File: config.mk
export PLATFORM = sky130hd
export DESIGN_NAME = reorder_buffer
export DESIGN_NICKNAME = d
export VERILOG_FILES = /design/src/rtl/rob_pkg.sv /design/src/rtl/rob_retire_select.sv /design/src/rtl/reorder_buffer.sv
export SDC_FILE = /design/constraint.sdc
export NUM_CORES = 1
export LEC_CHECK = 0
export CAP_MARGIN = 5
export CORE_MARGIN = 10
export CORE_UTILIZATION = 62
export DETAILED_ROUTE_END_ITERATION = 8
export PLACE_DENSITY = 0.82
export SYNTH_ARGS = -nofsm -noshare
export SYNTH_HDL_FRONTEND = slang
export SYNTH_SLANG_ARGS = --single-unit
File: constraint.sdc
create_clock -name clk -period 4.73 [get_ports clk]
set_clock_uncertainty 0.2 [all_clocks]
set_input_delay 0.946 -clock clk [delete_from_list [all_inputs] [get_ports clk]]
set_output_delay 0.946 -clock clk [all_outputs]
set_load 0.03 [all_outputs]
File: src/rtl/rob_pkg.sv
// Shared reorder-buffer constants and entry layout.
package rob_pkg;
    localparam int ROB_DEPTH = 16;
    localparam int ROB_TAG_W = 4;
    localparam int ARCH_W    = 5;

    typedef struct packed {
        logic              valid;
        logic              done;
        logic              dest;
        logic [ARCH_W-1:0] addr;
    } rob_entry_t;
endpackage

File: src/rtl/rob_retire_select.sv
// Picks up to two in-order retirements from the head and head+1 entries.
// Latency: combinational.
// Backpressure: none; younger slot retires only behind an older retire.
module rob_retire_select
    import rob_pkg::*;
(
    input  rob_entry_t        i_head,
    input  rob_entry_t        i_next,
    output logic              o_retire_A,
    output logic              o_retire_B,
    output logic              o_upd_en_A,
    output logic              o_upd_en_B,
    output logic [ARCH_W-1:0] o_upd_addr_A,
    output logic [ARCH_W-1:0] o_upd_addr_B
);
    assign o_retire_A   = i_head.valid & i_head.done;
    assign o_retire_B   = o_retire_A & i_next.valid & i_next.done;
    assign o_upd_en_A   = o_retire_A & i_head.dest;
    assign o_upd_en_B   = o_retire_B & i_next.dest;
    // Address is qualified so the register file never sees a stale index.
    assign o_upd_addr_A = o_upd_en_A ? i_head.addr : '0;
    assign o_upd_addr_B = o_upd_en_B ? i_next.addr : '0;
endmodule

File: src/rtl/reorder_buffer.sv
// In-order 2-wide retire tracker driving the register-file commit port; ROB_FLUSH_EN adds a flush input.
// Latency: completion edge to updateEn high is 2 edges; retire outputs are registered 1-cycle pulses.
// Backpressure: alloc_ready drops when fewer than 2 entries are free; allocs while low are dropped.
module reorder_buffer
    import rob_pkg::*;
#(
    parameter int DEPTH = ROB_DEPTH,
    parameter int TAG_W = ROB_TAG_W
) (
    input  logic              clk,
    input  logic              rst_n,
`ifdef ROB_FLUSH_EN
    input  logic              flush,
`endif
    input  logic              alloc_en_A,
    input  logic              alloc_en_B,
    input  logic              alloc_dest_A,
    input  logic              alloc_dest_B,
    input  logic [ARCH_W-1:0] alloc_addr_A,
    input  logic [ARCH_W-1:0] alloc_addr_B,
    output logic              alloc_ready,
    output logic [TAG_W-1:0]  alloc_tag_A,
    output logic [TAG_W-1:0]  alloc_tag_B,
    input  logic              cmpl_en_A,
    input  logic              cmpl_en_B,
    input  logic [TAG_W-1:0]  cmpl_tag_A,
    input  logic [TAG_W-1:0]  cmpl_tag_B,
    output logic              cmpl_err,
    output logic              updateEnA,
    output logic              updateEnB,
    output logic [ARCH_W-1:0] updateAddrA,
    output logic [ARCH_W-1:0] updateAddrB,
    output logic              rob_empty
);
    rob_entry_t        r_ent [DEPTH];
    logic [TAG_W-1:0]  r_head;
    logic [TAG_W-1:0]  r_tail;
    logic [TAG_W:0]    r_count;

    logic [TAG_W-1:0]  w_head_p1;
    logic              w_acc_A;
    logic              w_acc_B;
    logic              w_hit_A;
    logic              w_hit_B;
    logic              w_err;
    logic              w_ret_A;
    logic              w_ret_B;
    logic              w_upd_en_A;
    logic              w_upd_en_B;
    logic [ARCH_W-1:0] w_upd_addr_A;
    logic [ARCH_W-1:0] w_upd_addr_B;
    logic [TAG_W:0]    w_n_alloc;
    logic [TAG_W:0]    w_n_ret;

    assign alloc_ready = (r_count <= (TAG_W+1)'(DEPTH - 2));
    assign rob_empty   = (r_count == '0);
    assign alloc_tag_A = r_tail;
    assign alloc_tag_B = r_tail + TAG_W'(alloc_en_A);
    assign w_head_p1   = r_head + TAG_W'(1);

    assign w_acc_A   = alloc_en_A & alloc_ready;
    assign w_acc_B   = alloc_en_B & alloc_ready;
    assign w_n_alloc = (TAG_W+1)'(w_acc_A) + (TAG_W+1)'(w_acc_B);
    assign w_n_ret   = (TAG_W+1)'(w_ret_A) + (TAG_W+1)'(w_ret_B);

    // Two ports hitting the same pending entry both see it pending, so no error.
    assign w_hit_A = r_ent[cmpl_tag_A].valid & ~r_ent[cmpl_tag_A].done;
    assign w_hit_B = r_ent[cmpl_tag_B].valid & ~r_ent[cmpl_tag_B].done;
    assign w_err   = (cmpl_en_A & ~w_hit_A) | (cmpl_en_B & ~w_hit_B);

    rob_retire_select u_sel (
        .i_head       (r_ent[r_head]),
        .i_next       (r_ent[w_head_p1]),
        .o_retire_A   (w_ret_A),
        .o_retire_B   (w_ret_B),
        .o_upd_en_A   (w_upd_en_A),
        .o_upd_en_B   (w_upd_en_B),
        .o_upd_addr_A (w_upd_addr_A),
        .o_upd_addr_B (w_upd_addr_B)
    );

    always_ff @(posedge clk or negedge rst_n) begin
        if (!rst_n) begin
            for (int i = 0; i < DEPTH; i++) r_ent[i] <= '0;
            r_head      <= '0;
            r_tail      <= '0;
            r_count     <= '0;
            updateEnA   <= 1'b0;
            updateEnB   <= 1'b0;
            updateAddrA <= '0;
            updateAddrB <= '0;
            cmpl_err    <= 1'b0;
        end
`ifdef ROB_FLUSH_EN
        else if (flush) begin
            for (int i = 0; i < DEPTH; i++) r_ent[i] <= '0;
            r_head      <= '0;
            r_tail      <= '0;
            r_count     <= '0;
            updateEnA   <= 1'b0;
            updateEnB   <= 1'b0;
            updateAddrA <= '0;
            updateAddrB <= '0;
            cmpl_err    <= 1'b0;
        end
`endif
        else begin
            // Alloc slots are never live while alloc_ready is high, so these writes cannot collide.
            if (w_ret_A) r_ent[r_head]    <= '0;
            if (w_ret_B) r_ent[w_head_p1] <= '0;
            if (cmpl_en_A && w_hit_A) r_ent[cmpl_tag_A].done <= 1'b1;
            if (cmpl_en_B && w_hit_B) r_ent[cmpl_tag_B].done <= 1'b1;
            if (w_acc_A)
                r_ent[r_tail] <= '{valid: 1'b1, done: 1'b0, dest: alloc_dest_A, addr: alloc_addr_A};
            if (w_acc_B)
                r_ent[alloc_tag_B] <= '{valid: 1'b1, done: 1'b0, dest: alloc_dest_B, addr: alloc_addr_B};
            r_head      <= r_head + w_n_ret[TAG_W-1:0];
            r_tail      <= r_tail + w_n_alloc[TAG_W-1:0];
            r_count     <= r_count + w_n_alloc - w_n_ret;
            updateEnA   <= w_upd_en_A;
            updateEnB   <= w_upd_en_B;
            updateAddrA <= w_upd_addr_A;
            updateAddrB <= w_upd_addr_B;
            cmpl_err    <= w_err;
        end
    end
endmodule

==> flow_metrics.py <==
metrics = {
    "setup_path": {
        "max_stage_delay_ns": 0.58,
        "critPathMaxFanout": 12,
        "required_ns": 4.85,
        "path_buf_inv": 4,
        "critPathLaunchType": "flop",
        "cp_num_cells": 17,
        "timing.rr.start": "r_head[0]$_DFF_PN0_",
        "worstRegToRegCells": 17,
        "cp-end-kind": "flop",
        "cpMostUsedCell": "ha_1",
        "cp-startpoint": "r_head[0]$_DFF_PN0_",
        "worstSetupPathType": "reg -> reg",
        "crit_slowest_cell": "dfrtp_4",
        "regToRegSetupSlack_ns": 0.56,
        "cp_cell_sequence": "ha_1, buf_4, xor2_1, nor2_1, o21ai_0, a21oi_1, ha_1, ha_1, inv_1, ha_1, inv_1, fa_1, inv_1, a21oi_1, nor2_1, nor2_1, xnor2_1",
        "cp-endpoint": "r_count[4]$_DFF_PN0_",
        "r2r_end": "r_count[4]$_DFF_PN0_",
        "cp.arrival_ns": 4.29,
        "cp_top_family": "adder cells",
    },
    "power": {
        "ir_worst_vdd_mv": 0.515,
        "p_leak_nw": 4.83,
        "power_density_nw_per_um2": 755,
    },
    "cts": {
        "worstSkewPairLatency_ns": 0.44,
        "clk_pin_slew_ns": 0.06,
        "cts_max_path_buffers": 2,
        "ctsResizeCount": 0,
        "h-tree-depth": 4,
        "post_cts_buffers": 0,
        "numCtsBuffers": 17,
        "cts_tree": "built",
        "root_buffer": "clkbuf_16",
        "hold_buffers": 0,
        "clock_sinks": 154,
    },
    "synth": {
        "syn_area_um2": 10400,
        "yosys.area_share.simple_pct": 17.8,
        "seq_area_frac_synth_pct": 36.9,
        "synth-seq-cells": 154,
        "synth_area_leaders": "dfrtp_1 37%, mux4_2 16%, a32oi_1 6.0%, a21oi_1 4.8%, nor2_1 4.5%",
        "synthXorXnorAreaFrac_pct": 1.26,
        "synthAdderAreaFrac_pct": 3.50,
        "yosys_warnings": 0,
        "syn_inst": 1032,
        "yosysTopAreaCell": "dfrtp_1",
        "synth_compound_area_share_pct": 20.5,
        "synth-edff-count": 0,
        "postSynthAreaPerCell_um2": 10.1,
        "synth_nets": 1086,
        "synthFlopType": "dfrtp_1",
        "synth_mux_area_share_pct": 15.9,
        "synthArstFlopShare_pct": 100,
        "synth_top_cell_area_share_pct": 36.9,
        "synth_top_family_by_area": "compound AO/OA/AOI/OAI gates",
        "synth_cell_types": 56,
    },
    "routing": {
        "routed_via_density": 7.39,
        "drcViolationCount": 2,
        "wl_per_cell_um": 25.5,
        "drt_iter0_markers": 1461,
        "firstDrtPassIters": 8,
        "ant_nets": 0,
        "vias": 9548,
        "totalWireLength_um": 32900,
    },
    "global_routing": {
        "grt_pass1_vias": 9078,
        "grtUsageTotal_pct": 29.5,
        "grt_pass1_wl_um": 51300,
        "grt_overflow": 0,
        "antenna_found_initial": 0,
        "grt_max_degree": 96,
    },
    "sta": {
        "timing.fmax_mhz": 240,
        "finalSetupViolCount": 0,
        "finalSetupTns_ns": 0,
        "finalHoldViolCount": 0,
        "finalCritPeriodShare_pct": 88.1,
        "holdWs_ns": 0.337,
        "rsz0062_at_grt": "false",
        "worst_pin_slew_ns": 1.01,
        "slew_headroom_pct": 32.0,
        "min_period_ns": 4.17,
        "drv_slew": 0,
    },
    "run": {
        "maxCapViolCount": 0,
    },
    "outcome": {
        "violations": "DRC",
        "outcome": "finished, violations left",
    },
    "floorplan": {
        "dieArea_um2": 22400,
        "floorplan.core_area_um2": 16500,
        "ios": 49,
        "rows": 47,
        "initial_utilization_pct": 63.2,
        "chipWidth_um": 150,
        "die_y_um": 150,
    },
    "final_layout": {
        "regArea_um2": 3860,
        "multi_input_comb_area_um2": 6160,
        "final_nets": 1113,
        "final_cell_mix": "153 x dfrtp_1, 124 x nor2_1, 100 x a21oi_1, 84 x nand2_1",
        "area_growth_pct": 12.6,
        "drive_gt1_share_pct": 16.3,
        "layout_commonest_cell": "dfrtp_1",
        "num_antenna_cells": 0,
        "fillers": 1201,
    },
    "placed_design": {
        "gp_congestion": 1.00,
        "hpwl_um": 23400,
        "io_buffers": 48,
    },
    "min_path": {
        "hold_path.class": "reg -> reg",
    },
}
==> worst min-delay path by stage <==
stage | start | endpoint | slack (ns) | depth (start not counted)
after floorplan | r_ent[71]$_DFF_PN0_ | r_ent[71]$_DFF_PN0_ | 0.29 | 1
after global placement | r_ent[64]$_DFF_PN0_ | r_ent[64]$_DFF_PN0_ | 0.31 | 1
after detailed placement | r_ent[64]$_DFF_PN0_ | r_ent[64]$_DFF_PN0_ | 0.31 | 1
after CTS | r_ent[64]$_DFF_PN0_ | r_ent[64]$_DFF_PN0_ | 0.34 | 1
after global routing | r_ent[64]$_DFF_PN0_ | r_ent[64]$_DFF_PN0_ | 0.36 | 1
final | r_count[0]$_DFF_PN0_ | r_count[0]$_DFF_PN0_ | 0.34 | 1
==> worst register-to-register path: stages, from the launching register on <==
cell and delay (ns):
dfrtp_4 0.58, ha_1 0.32, buf_4 0.19, xor2_1 0.42
nor2_1 0.09, o21ai_0 0.31, a21oi_1 0.16, ha_1 0.39
ha_1 0.29, inv_1 0.06, ha_1 0.15, inv_1 0.06
fa_1 0.46, inv_1 0.07, a21oi_1 0.06, nor2_1 0.08
nor2_1 0.05, xnor2_1 0.11
==> layout make-up <==
cell class,instances,share of cell area (%)
Tap cell,220,2.34
Multi-Input combinational cell,774,52.4
Inverter,30,0.979
Timing Repair Buffer,82,6.37
Clock buffer,19,3.68
Clock inverter,13,1.45
Sequential cell,154,32.8
==> kinds of logic after synthesis <==
group | Yosys count
flops | 154
buf+inv | 104
fa+ha+maj | 28
simple gates | 369
mux | 76
xor+xnor | 15
compound gates | 286
==> registers in the layout, summed over array words and instances, names as in the netlist <==
signal and count:
updateEnB 1, r_head 4, updateAddrB 5, r_ent 128, r_count 5, updateAddrA 5, alloc_tag_A 4, updateEnA 1
cmpl_err 1
==> layer usage <==
layer	part of all wire [%]	vias to the layer above	wire (µm)	track usage, %
met4	6.2	0	2050	16.2
met3	11	169	3670	8.12
met2	46	784	15300	45.7
li1	-	3988	-	-
met5	0	-	0	0
met1	36	4607	12000	36.8
==> cell usage after synthesis (12+ instances only) <==
master / instances
a21oi_1: 100
a221o_1: 24
buf_2: 14
nor2b_1: 14
and2_1: 24
a32oi_1: 72
nand2b_1: 26
mux4_2: 72
nand3_1: 24
nand2_1: 84
clkbuf_1: 38
ha_1: 26
o21ai_0: 21
inv_1: 29
dfrtp_1: 154
nor3_1: 25
buf_1: 18
nor2_1: 124
a31o_2: 12
==> per-stage QoR <==
step / instances / instance area (µm²) / worst slack, ns / util, % / total power [mW]
6_report: 1292 / 11800 / 0.563 / 71.2 / 8.88
5_1_grt: 1292 / 11800 / 0.419 / 71.2 / 9.32
4_1_cts: 1292 / 11800 / 0.630 / 71.2 / 8.76
3_5_place_dp: 1260 / 11200 / 0.558 / 67.5 / 7.31
3_3_place_gp: 1260 / 11200 / 0.618 / 67.5 / 7.17
2_1_floorplan: 1032 / 10400 / 0.545 / - / 6.00
==> report_power, final <==
group          internal [mW]  switching, mW
combinational           2.35           2.56
clock                  0.835          0.587
sequential              1.93          0.623
(Power assumes the default switching activity.)
